**config.mk**
```make
export PLATFORM = sky130hd
export DESIGN_NAME = fetch_unit
export DESIGN_NICKNAME = d
export VERILOG_FILES = /design/src/rtl/fetch_pkg.sv /design/src/rtl/fetch_pc.sv /design/src/rtl/fetch_unit.sv
export SDC_FILE = /design/constraint.sdc
export NUM_CORES = 1
export LEC_CHECK = 0
export CAP_MARGIN = 20
export CORE_UTILIZATION = 25
export DETAILED_ROUTE_END_ITERATION = 8
export PLACE_DENSITY_LB_ADDON = 0.1
export SLEW_MARGIN = 20
export SYNTH_ARGS = -nofsm -noshare
export SYNTH_HDL_FRONTEND = slang
export SYNTH_SLANG_ARGS = --single-unit
```
**constraint.sdc**
```tcl
create_clock -name clk -period 2.25 [get_ports clk]
set_input_delay 0.675 -clock clk [delete_from_list [all_inputs] [get_ports clk]]
set_output_delay 0.675 -clock clk [all_outputs]
set_load 0.01 [all_outputs]
```
**src/rtl/fetch_pkg.sv**
```systemverilog
// rtl/fetch_pkg.sv - shared types and constants for the instruction fetch stage
package fetch_pkg;
  localparam int INST_W  = 32;
  localparam int PC_STEP = 4;

  typedef enum logic [2:0] {
    ST_IDLE,
    ST_ISSUE,
    ST_WAIT,
    ST_VALID,
    ST_HALT
  } fetch_state_t;
endpackage

```
**src/rtl/fetch_pc.sv**
```systemverilog
// rtl/fetch_pc.sv - program counter register; redirect load wins over sequential increment
module fetch_pc
  import fetch_pkg::*;
#(
  parameter int              XLEN     = 32,
  parameter logic [XLEN-1:0] RESET_PC = '0
) (
  input  logic            clk,
  input  logic            resetn,
  input  logic            load,
  input  logic [XLEN-1:0] load_val,
  input  logic            inc,
  output logic [XLEN-1:0] pc
);
  logic [XLEN-1:0] pc_q, pc_d;

  // Increment wraps naturally at 2^XLEN.
  always_comb begin
    pc_d = pc_q;
    if (load) begin
      pc_d = load_val;
    end else if (inc) begin
      pc_d = pc_q + XLEN'(PC_STEP);
    end
  end

  always_ff @(posedge clk or negedge resetn) begin
    if (!resetn) begin
      pc_q <= RESET_PC;
    end else begin
      pc_q <= pc_d;
    end
  end

  assign pc = pc_q;
endmodule

```
**src/rtl/fetch_unit.sv**
```systemverilog
// rtl/fetch_unit.sv - instruction fetch stage with redirect; FETCH_MISALIGN_EN enables misaligned-fetch faults
module fetch_unit
  import fetch_pkg::*;
#(
  parameter int              XLEN     = 32,
  parameter logic [XLEN-1:0] RESET_PC = '0
) (
  input  logic              clk,
  input  logic              resetn,
  input  logic              redirect,
  input  logic [XLEN-1:0]   target,
  output logic              mem_re,
  output logic [XLEN-3:0]   mem_addr,
  input  logic [INST_W-1:0] mem_dout,
  output logic              inst_valid,
  input  logic              inst_ready,
  output logic [INST_W-1:0] inst,
  output logic [XLEN-1:0]   inst_pc,
  output logic              inst_fault
);
  fetch_state_t      state_q, state_d;
  logic              inst_valid_q, inst_valid_d;
  logic [INST_W-1:0] inst_q, inst_d;
  logic [XLEN-1:0]   inst_pc_q, inst_pc_d;
  logic              inst_fault_q, inst_fault_d;
  logic [XLEN-1:0]   pc;
  logic [XLEN-1:0]   target_eff;
  logic              pc_load, pc_inc;
  logic              misaligned;

`ifdef FETCH_MISALIGN_EN
  assign target_eff = target;
  assign misaligned = (pc[1:0] != 2'b00);
`else
  assign target_eff = target & ~XLEN'(3);
  assign misaligned = 1'b0;
`endif

  fetch_pc #(
    .XLEN     (XLEN),
    .RESET_PC (RESET_PC)
  ) u_pc (
    .clk      (clk),
    .resetn   (resetn),
    .load     (pc_load),
    .load_val (target_eff),
    .inc      (pc_inc),
    .pc       (pc)
  );

  assign mem_re   = (state_q == ST_ISSUE) && !misaligned;
  assign mem_addr = pc[XLEN-1:2];

  always_comb begin
    state_d      = state_q;
    inst_valid_d = inst_valid_q;
    inst_d       = inst_q;
    inst_pc_d    = inst_pc_q;
    inst_fault_d = inst_fault_q;
    pc_load      = 1'b0;
    pc_inc       = 1'b0;
    case (state_q)
      ST_IDLE: state_d = ST_ISSUE;
      ST_ISSUE: begin
        if (misaligned) begin
          state_d      = ST_VALID;
          inst_valid_d = 1'b1;
          inst_fault_d = 1'b1;
          inst_d       = '0;
          inst_pc_d    = pc;
        end else begin
          state_d = ST_WAIT;
        end
      end
      ST_WAIT: begin
        state_d      = ST_VALID;
        inst_valid_d = 1'b1;
        inst_fault_d = 1'b0;
        inst_d       = mem_dout;
        inst_pc_d    = pc;
        pc_inc       = 1'b1;
      end
      ST_VALID: begin
        if (inst_ready) begin
          inst_valid_d = 1'b0;
          inst_fault_d = 1'b0;
          state_d      = inst_fault_q ? ST_HALT : ST_ISSUE;
        end
      end
      ST_HALT: state_d = ST_HALT;
      default: state_d = ST_IDLE;
    endcase

    // A redirect overrides everything above, including data returning in WAIT.
    if (redirect) begin
      state_d      = ST_ISSUE;
      inst_valid_d = 1'b0;
      inst_fault_d = 1'b0;
      inst_d       = inst_q;
      inst_pc_d    = inst_pc_q;
      pc_load      = 1'b1;
      pc_inc       = 1'b0;
    end
  end

  always_ff @(posedge clk or negedge resetn) begin
    if (!resetn) begin
      state_q      <= ST_IDLE;
      inst_valid_q <= 1'b0;
      inst_q       <= '0;
      inst_pc_q    <= '0;
      inst_fault_q <= 1'b0;
    end else begin
      state_q      <= state_d;
      inst_valid_q <= inst_valid_d;
      inst_q       <= inst_d;
      inst_pc_q    <= inst_pc_d;
      inst_fault_q <= inst_fault_d;
    end
  end

  assign inst_valid = inst_valid_q;
  assign inst       = inst_q;
  assign inst_pc    = inst_pc_q;
  assign inst_fault = inst_fault_q;
endmodule
```
==> metrics.yaml, run 1 <==
sta:
  rsz0062_at_grt: "no"
  period_needed_ns: 2.15
  relSlewSlack_pct: 61.4
  fin_setup_tns_ns: 0
  hold_slack_ns: 0.380
  slew_viol_final: 0
  worst_pin_slew_ns: 0.577
  setup_violations: 0
  max_freq_mhz: 466
  period_share_pct: 95.4
  final.setup_skew_ns: 0.00612
  hold_viol: 0
clocking:
  clk_pin_slew_ns: 0.07
  cts_hold_buf: 0
  clock_latency_ns: 0.35
  cts-root-buf: "clkbuf_16"
  clk_path_buf_depth: 2
  htree_levels: 3
  cts_tree: "yes"
  numCtsBuffers: 9
  cts_sinks: 96
final_layout:
  final_cell_mix: "clkdlybuf4s50_1 (157), dfrtp_1 (96), mux2_2 (63), buf_4 (25), nand2_1 (20)"
  area_growth_pct: 55.8
  n_fill_cell: 1608
  layout-drive-gt1-share_pct: 21.4
  final_common_cell: "clkdlybuf4s50_1"
  diodes: 0
  fin_cells: 758
  nets: 602
yosys:
  synth_top_area_share_pct: 56.3
  synth.avg_cell_area_um2: 12.1
  yosysTopAreaCell: "dfrtp_1"
  synth-seq-area-share_pct: 56.3
  ys_seq_elements: 96
  yosysWarnings: 0
  syn-cell-area_um2: 4270
  synthTopCellsByArea: "dfrtp_1 (56%), mux2_2 (17%), o21ai_0 (2.2%)"
  ys_types: 40
  synthCells: 354
critical_path:
  cp-end-kind: "flop"
  r2r_start: "state_q[0]"
  required_ns: 2.53
  cp_max_fo: 7
  ff2ff_path_depth: 5
  crit_end: "u_pc.pc[15]"
  cp-start-kind: "flop"
  critical_path_arrival_ns: 2.43
  rr_endpoint: "u_pc.pc[15]"
  r2r_slack_ns: 0.10
  cp-startpoint: "state_q[0]"
  critical_path_class: "flop to flop"
floorplanning:
  rows: 47
  die_x_um: 133
  die_y_um: 133
  num_io_pins: 165
  coreArea_um2: 16600
  initial_core_util_pct: 25.6
  dieArea_um2: 17600
run_status:
  status: "finished clean"
grt:
  antenna_found_initial: 0
  grt_pass1_wl_um: 19100
  grt_use_total_pct: 13.9
  grt_overflow: 0
  grt_pass1_vias: 3596
  grt_max_degree: 97
routing:
  vias: 3451
  drc: 0
  drt_wl_total_um: 11800
  first_pass_iters: 4
  drtAntennaViolNets: 0
  drt_iter0_drc: 118
  wl_per_cell_um: 15.6
  vias_per_cell: 4.55
run:
  maxCapViolations: 0
power:
  p_per_area_nw_per_um2: 931
  ir_worst_vdd_uv: 465
  leakagePower_nw: 2.60
  power.total_mw: 6.19
placed_design:
  placed_cells: 740
  dp_hpwl_um: 8150
  port_buffers: 159
  place_congestion: 0.729
hold_path:
  hp-class: "input pin to async pin"
[critical path: stages (launching register included)]
cell and delay [ns]:
dfrtp_1 0.38, or3b_4 0.45, buf_4 0.18, or4_1 0.57, or4_1 0.41, nand3_1 0.10
[where the power goes]
group | leakage, nW | internal (mW) | switching (mW)
clock network | 0.161 | 1.07 | 0.670
logic | 1.30 | 1.28 | 0.713
registers | 1.14 | 2.19 | 0.273
[sequential cells by signal, indices dropped and copies added (netlist names)]
signal	cells
state_q	3
inst_pc	30
u_pc.pc	30
inst_valid	1
inst	32
[layout make-up]
cell class                      instances  area [µm²]  area share (%)
Sequential cell                        96        2400            36.1
Clock inverter                          4        75.1            1.13
Inverter                                6        22.5           0.339
Clock buffer                           12         267            4.01
Multi-Input combinational cell        233        1760            26.4
Tap cell                              220         275            4.14
Timing Repair Buffer                  187        1850            27.8
[stage by stage]
stage | setup slack, ns | util (%) | area, µm²
2_1_floorplan | 0.0731 | - | 4270
3_3_place_gp | 0.0323 | 37.7 | 6280
3_5_place_dp | 0.0153 | 37.7 | 6280
4_1_cts | 0.000973 | 39.8 | 6620
5_1_grt | 0.0108 | 39.9 | 6650
6_report | 0.104 | 39.9 | 6650
[cells in the mapped netlist]
cell      instances
or3_1             3
nand3_1          12
o31a_1            2
buf_6             2
nor3b_2           1
and2_1            1
xor2_1            5
or4_4             2
o21ai_0          19
nand4_1          13
mux2i_1           1
conb_1            1
nor4b_1           1
ha_1              1
o31ai_1           9
a31oi_1          14
mux2_2           63
clkbuf_1         10
and4_1            3
or4b_1            1
nor4_1            6
or3b_1            1
and3_1            1
a22oi_1           2
and2b_1           1
buf_2             6
nand3b_1          3
a21oi_1           1
buf_4             3
nand2_1          20
buf_1             1
nor2_1           17
o211ai_1          2
nand2b_1          1
nor3_1            3
inv_1             6
dfrtp_1          96
or4_1            11
xnor2_1           6
nor2b_1           3
[cells by family after synthesis]
family / synth area share (%)
XOR/XNOR: 2.26
flip-flops: 56.3
adder cells (fa/ha/maj): 0.293
buffers and inverters: 3.26
AND/OR/NAND/NOR: 13.8
AO/OA/AOI/OAI: 7.10
multiplexers: 16.9
other: 0.0879
[worst min path at each step]
stage	startpoint	end	slack (ns)	cells past startpoint
after floorplan	resetn	inst[0]	0.38	0
after global placement	inst[0]	inst[0]	0.49	1
after detailed placement	inst[9]	inst[9]	0.49	1
after CTS	resetn	inst_pc[19]	0.41	2
after global routing	resetn	inst_pc[24]	0.44	2
final	resetn	inst_pc[21]	0.38	2
[per-layer routing]
| layer | vias up | routed length, µm | track usage (%) |
|---|---|---|---|
| li1 | 1666 | - | - |
| met1 | 1677 | 5350 | 17.4 |
| met2 | 98 | 5620 | 22.7 |
| met3 | 10 | 666 | 3.79 |
| met4 | 0 | 165 | 5.24 |
| met5 | - | 0 | 0 |
[repair_timing]
item                       4_1_cts  5_1_grt
pin swaps                        0        2
gates cloned                     0        1
resized for setup                1        2
setup buffers                    0        1
setup endpoints to repair        1       13
(Power assumes the default switching activity.)
==> run 2: changes to the inputs <==
--- a/config.mk
+++ b/config.mk
@@ -6,7 +6,7 @@
 export NUM_CORES = 1
 export LEC_CHECK = 0
 export CAP_MARGIN = 20
-export CORE_UTILIZATION = 25
+export CORE_UTILIZATION = 40
 export DETAILED_ROUTE_END_ITERATION = 8
 export PLACE_DENSITY_LB_ADDON = 0.1
 export SLEW_MARGIN = 20
==> metrics.yaml, run 2 (synthesis results as in run 1) <==
grt:
  grt_max_degree: 97  # unchanged
  grt_use_total_pct: 19.1  # +5.2 points
  antenna_found_initial: 0  # unchanged
  grt_pass1_vias: 3280  # -8.8%
  grt_overflow: 0  # unchanged
  grt_pass1_wl_um: 16600  # -13%
routing:
  vias: 3402  # -1.4%
  drtAntennaViolNets: 0  # unchanged
  vias_per_cell: 5.11  # +12%
  first_pass_iters: 6  # +2
  drc: 0  # unchanged
  drt_iter0_drc: 118  # unchanged
  drt_wl_total_um: 10200  # -14%
  wl_per_cell_um: 15.3  # -1.9%
sta:
  fin_setup_tns_ns: 0  # unchanged
  rsz0062_at_grt: "no"
  relSlewSlack_pct: 62.9  # +1.5 points
  worst_pin_slew_ns: 0.555  # -0.0224 ns
  period_needed_ns: 2.16  # +0.0154 ns
  setup_ws_ns: 0.0889  # -0.0154 ns
  slew_viol_final: 0  # unchanged
  final.setup_skew_ns: 0.0122  # +0.00603 ns
  period_share_pct: 96.1  # +0.68 points
  hold_viol: 0  # unchanged
  setup_violations: 0  # unchanged
  max_freq_mhz: 463  # -0.71%
power:
  ir_worst_vdd_uv: 454  # -2.4%
  power.total_mw: 5.60  # -9.6%
  leakagePower_nw: 2.50  # -3.7%
  p_per_area_nw_per_um2: 884  # -5.1%
final_layout:
  n_fill_cell: 867  # -46%
  fin_cells: 666  # -12%
  largest_reg_flops: 32  # unchanged
  diodes: 0  # unchanged
  layout-drive-gt1-share_pct: 19.8  # -1.6 points
  final_common_cell: "clkdlybuf4s50_1"
  final_cell_mix: "clkdlybuf4s50_1 (157), dfrtp_1 (96), mux2_2 (63), nand2_1 (20), buf_4 (20)"
  nets: 595  # -1.2%
  area_growth_pct: 48.4
clocking:
  clk_path_buf_depth: 2  # unchanged
  htree_levels: 3  # unchanged
  cts_tree: "yes"
  cts_sinks: 96  # unchanged
  cts-root-buf: "clkbuf_8"
  numCtsBuffers: 9  # unchanged
  cts_hold_buf: 0  # unchanged
  clk_pin_slew_ns: 0.10  # +0.03 ns
  cts_setup_buffers: 0  # unchanged
  clock_latency_ns: 0.37  # +0.02 ns
placed_design:
  placed_cells: 651  # -12%
  post-place-ws_ns: 0.0612  # +0.0459 ns
  dp_hpwl_um: 7360  # -9.7%
  place_congestion: 0.795  # +9.1%
  port_buffers: 159  # unchanged
floorplanning:
  num_io_pins: 165  # unchanged
  coreArea_um2: 10300  # -38%
  rows: 37  # -21%
  dieArea_um2: 11100  # -37%
  die_y_um: 105  # -21%
  initial_core_util_pct: 41.3  # +16 points
  die_x_um: 105  # -21%
critical_path:
  rr_endpoint: "u_pc.pc[28]"
  r2r_slack_ns: 0.09  # -0.02 ns
  critical_path_class: "flop to flop"
  r2r_start: "state_q[0]"
  cp-start-kind: "flop"
  critical_path_arrival_ns: 2.43  # about the same
  required_ns: 2.52  # about the same
  cp_max_fo: 16  # +9
  ff2ff_path_depth: 4  # -1
  cp-end-kind: "flop"
run:
  maxCapViolations: 0  # unchanged
hold_path:
  hp-class: "input pin to async pin"
run_status:
  status: "finished clean"
==> run 2: changes by cell type in the layout (fill, tap and decap cells not counted), sizes merged <==
| cell | change |
|---|---|
| bufinv | -1 |
| buf | -6 |
| clkinv | +1 |
| clkbuf | -1 |
| or4 | -1 |
==> run 2: critical path: stages, from the launching register on <==
cell and delay, ns:
dfrtp_1 0.38, or3b_1 0.44, or4_4 0.66, o31a_1 0.31, o31a_1 0.27
==> run 2: layout make-up <==
class | count | area (µm²) | share of cell area, %
timing repair buffer | 181 | 1790 | 28.3
clock buffer | 11 | 151 | 2.39
inverter | 6 | 22.5 | 0.356
sequential | 96 | 2400 | 37.9
clock inverter | 4 | 53.8 | 0.850
tap | 136 | 170 | 2.69
multi-input combinational | 232 | 1740 | 27.5
==> run 2: worst max-delay path by stage <==
stage,depth (start not counted),startpoint,to,slack (ns)
2_1_floorplan,6,state_q[0],u_pc.pc[18],0.07
3_3_place_gp,4,state_q[0],u_pc.pc[31],0.08
3_5_place_dp,4,state_q[0],u_pc.pc[31],0.06
4_1_cts,4,state_q[0],u_pc.pc[31],0.05
5_1_grt,4,state_q[0],u_pc.pc[28],0.02
6_report,4,state_q[0],u_pc.pc[28],0.09
==> run 2: per-stage QoR <==
step / hold slack (ns) / util [%] / area (µm²)
global placement: 0.488 / 59.4 / 6130
detailed placement: 0.495 / 59.4 / 6130
finish: 0.357 / 61.3 / 6330
floorplan: 0.379 / - / 4270
CTS: 0.377 / 61.3 / 6330
global route: 0.386 / 61.3 / 6330
==> run 2: power by group <==
group	switching [mW]	leakage (nW)	internal [mW]
clock	0.604	0.0976	0.571
sequential	0.269	1.14	2.19
combinational	0.701	1.27	1.27
==> run 2: what timing repair did <==
action / in CTS / in global routing
endpoints found under the setup margin: 1 / 1
pin swaps: 0 / 1
gates resized for setup: 1 / 0
endpoints found under the hold margin: 0 / 0
==> run 2: metal layers <==
metal / GRT usage (%) / part of all wire [%]
met5: 0 / 0
met1: 25.3 / 45
met2: 30.5 / 47
met3: 3.65 / 5.0
met4: 8.75 / 2.3
==> run 3: changes to the inputs <==
--- a/config.mk
+++ b/config.mk
@@ -5,6 +5,7 @@
 export SDC_FILE = /design/constraint.sdc
 export NUM_CORES = 1
 export LEC_CHECK = 0
+export ABC_AREA = 1
 export CAP_MARGIN = 20
 export CORE_UTILIZATION = 40
 export DETAILED_ROUTE_END_ITERATION = 8
==> metrics.yaml, run 3 <==
critical_path:
  required_ns: 1.57  # -0.95 ns
  cp_max_fo: 7  # -9
  path_cells: "clkdlybuf4s50_1"
  cp-end-kind: "primary output"
  r2r_start: "u_pc.pc[2]"
  rr_endpoint: "u_pc.pc[28]"
  path_delay_family: "buffers and inverters"
  critical_path_class: "flop to primary output"
  critPathBufInv: 1  # +1
  slowest_delay_ns: 0.60  # -0.06 ns
  slowest_stage: "clkdlybuf4s50_1"
  critical_path_arrival_ns: 1.42  # -1.01 ns
  ff2ff_path_depth: 8  # +4
  r2r_slack_ns: 0.55  # +0.46 ns
  cp-start-kind: "flop"
routing:
  wl_per_cell_um: 14.6  # -4.7%
  vias_per_cell: 4.94  # -3.2%
  drt_iter0_drc: 222  # +88%
  first_pass_iters: 4  # -2
  drtAntennaViolNets: 0  # unchanged
  drt_wl_total_um: 13200  # +30%
  vias: 4488  # +32%
  drc: 0  # unchanged
clocking:
  clk_path_buf_depth: 2  # unchanged
  htree_levels: 3  # unchanged
  clock_latency_ns: 0.34  # -0.03 ns
  numCtsBuffers: 9  # unchanged
  cts-root-buf: "clkbuf_16"
  clk_pin_slew_ns: 0.06  # -0.04 ns
  cts_tree: "yes"
  cts_sinks: 96  # unchanged
  cts_setup_buffers: 0  # unchanged
placed_design:
  port_buffers: 159  # unchanged
  place_congestion: 0.837  # +5.3%
  placed_area_um2: 6460  # +5.4%
  dp_hpwl_um: 9850  # +34%
yosys:
  synthTopCellsByArea: "dfrtp_1 (52%), nand2_1 (18%), nor2_1 (5.7%)"
  yosysWarnings: 0  # unchanged
  synthCells: 597  # +69%
  synthSimpleGateAreaFrac_pct: 34.0  # +20 points
  synthAdderAreaFrac_pct: 0.269  # -0.025 points
  synth_compound_area_share_pct: 5.99  # -1.1 points
  synth_top_family_by_area: "simple AND/OR/NAND/NOR gates"
  synthArstFlopShare_pct: 100  # unchanged
  ys_types: 35  # -13%
  synth-xor-area-share_pct: 1.32  # -0.94 points
  ys_seq_elements: 96  # unchanged
  synthMuxAreaShare_pct: 0  # -17 points
  syn-cell-area_um2: 4660  # +9.1%
  synth_edf_count: 0  # unchanged
  ys.flop_type: "dfrtp_1"
  synth.avg_cell_area_um2: 7.80  # -35%
  yosys-top-cells-count: "nand2_1 (221), dfrtp_1 (96), nor2_1 (71)"
  synthMostInstantiatedCell: "nand2_1"
  synth_top_area_share_pct: 51.6  # -4.7 points
  yosysTopAreaCell: "dfrtp_1"
  synth-seq-area-share_pct: 51.6  # -4.7 points
power:
  p_clk_share_pct: 22.9  # +1.9 points
  swShare_pct: 30.8  # +2.6 points
  ir_worst_vdd_uv: 562  # +24%
  p_per_area_nw_per_um2: 938  # +6.1%
  power.total_mw: 6.32  # +13%
  pwr-share-seq_pct: 41.2  # -2.7 points
  p_sw_mw: 1.94  # +23%
  p_int_mw: 4.37  # +8.8%
  power_frac_comb_pct: 35.9  # +0.8 points
  leakagePower_nw: 3.14  # +25%
sta:
  hold_viol: 0  # unchanged
  rsz0062_at_grt: "no"
  slew_viol_final: 0  # unchanged
  max_freq_mhz: 476  # +2.9%
  period_needed_ns: 2.10  # -0.0617 ns
  final.setup_skew_ns: 0.00589  # -0.00626 ns
  fin_setup_tns_ns: 0  # unchanged
  setup_violations: 0  # unchanged
  period_share_pct: 93.3  # -2.7 points
grt:
  grt_pass1_vias: 4291  # +31%
  grt_overflow: 0  # unchanged
  antenna_found_initial: 0  # unchanged
  grt_use_total_pct: 23.0  # +3.9 points
  grt_pass1_wl_um: 21100  # +27%
  grt_max_degree: 44  # -55%
final_layout:
  fin_area_um2: 6730  # +6.4%
  area_growth_pct: 44.6
  final_cell_mix: "nand2_1 (221), clkdlybuf4s50_1 (157), dfrtp_1 (96), nor2_1 (71)"
  largest_reg_flops: 32  # unchanged
  final_common_cell: "nand2_1"
  layout-drive-gt1-share_pct: 7.19  # -13 points
  nets: 831  # +40%
  diodes: 0  # unchanged
floorplanning:
  dieArea_um2: 12100  # +8.9%
  num_io_pins: 165  # unchanged
  rows: 39  # +5.4%
  die_x_um: 110  # +4.4%
  coreArea_um2: 11400  # +10%
  die_y_um: 110  # +4.4%
  initial_core_util_pct: 40.9  # -0.38 points
hold_path:
  hp-class: "input pin to async pin"
run:
  maxCapViolations: 0  # unchanged
run_status:
  status: "finished clean"
[run 3: cell types whose count changed after synthesis, sizes merged, moves of 6 or more]
| cell | before | now |
|---|---|---|
| or4 | 13 | 0 |
| xnor2 | 6 | 0 |
| nand3 | 12 | 47 |
| clkbuf | 10 | 4 |
| inv | 6 | 48 |
| buf | 12 | 21 |
| o31ai | 9 | 0 |
| a31oi | 14 | 1 |
| mux2 | 63 | 0 |
| nand2 | 20 | 225 |
| o21ai | 19 | 31 |
| nor2 | 17 | 81 |
[run 3: worst reg2reg max path: cells and delay by family (launching register included)]
kind                     cells  cell delay [ns]
AND/OR/NAND/NOR              6             0.78
flip-flops                   1             0.42
AO/OA/AOI/OAI                1             0.19
adder cells (fa/ha/maj)      1             0.19
[run 3: timing repair]
action / 4_1_cts / 5_1_grt
hold buffers: 0 / 0
resized for setup: 0 / 1
endpoints found under the setup margin: 0 / 1
[run 3: how the worst max path moves through the flow]
stage	from	endpoint	slack, ns	cells past startpoint
3_5_place_dp	redirect	u_pc.pc[19]	0.05	7
4_1_cts	state_q[1]	mem_re	0.03	4
3_3_place_gp	redirect	u_pc.pc[27]	0.11	7
5_1_grt	u_pc.pc[25]	mem_addr[23]	0.10	1
6_report	u_pc.pc[20]	mem_addr[18]	0.15	1
2_1_floorplan	redirect	u_pc.pc[25]	0.72	6
[run 3: final cells by class]
cell class / count / area, µm²
clock buffers: 14 / 274
repair buffers: 177 / 1750
flip-flops and latches: 96 / 2400
well taps: 143 / 179
fillers: 1048 / 4640
multi-input cells: 430 / 1950
inverters: 48 / 180
[run 3: cells by family after synthesis]
| family | Yosys count |
|---|---|
| fa+ha+maj | 1 |
| simple gates | 370 |
| flops | 96 |
| other cells | 1 |
| xor+xnor | 7 |
| compound gates | 49 |
| buf+inv | 73 |
[run 3: power by group through the flow]
stage	sequential [mW]	combinational, mW	clock (mW)
global route	2.68	2.50	1.55
global placement	2.62	2.25	0
CTS	2.61	2.30	1.49
floorplan	2.85	0.626	0
detailed placement	2.63	2.29	0
finish	2.61	2.27	1.44
[run 3: layer usage]
metal	share of wire, %	vias to the layer above	track usage [%]
li1	-	2210	-
met1	44	2129	30.4
met2	48	132	37.5
met3	5.8	17	4.21
met4	1.6	0	8.38
met5	0	-	0
[run 3: stage by stage]
| step | cells | utilization, % | worst slack, ns | hold WS [ns] |
|---|---|---|---|---|
| global route | 908 | 59.2 | 0.100 | 0.281 |
| detailed placement | 894 | 56.8 | 0.0547 | 0.455 |
| finish | 908 | 59.2 | 0.151 | 0.259 |
| global placement | 894 | 56.8 | 0.111 | 0.433 |
| CTS | 908 | 59.2 | 0.0250 | 0.258 |
| floorplan | 599 | - | 0.720 | 0.379 |
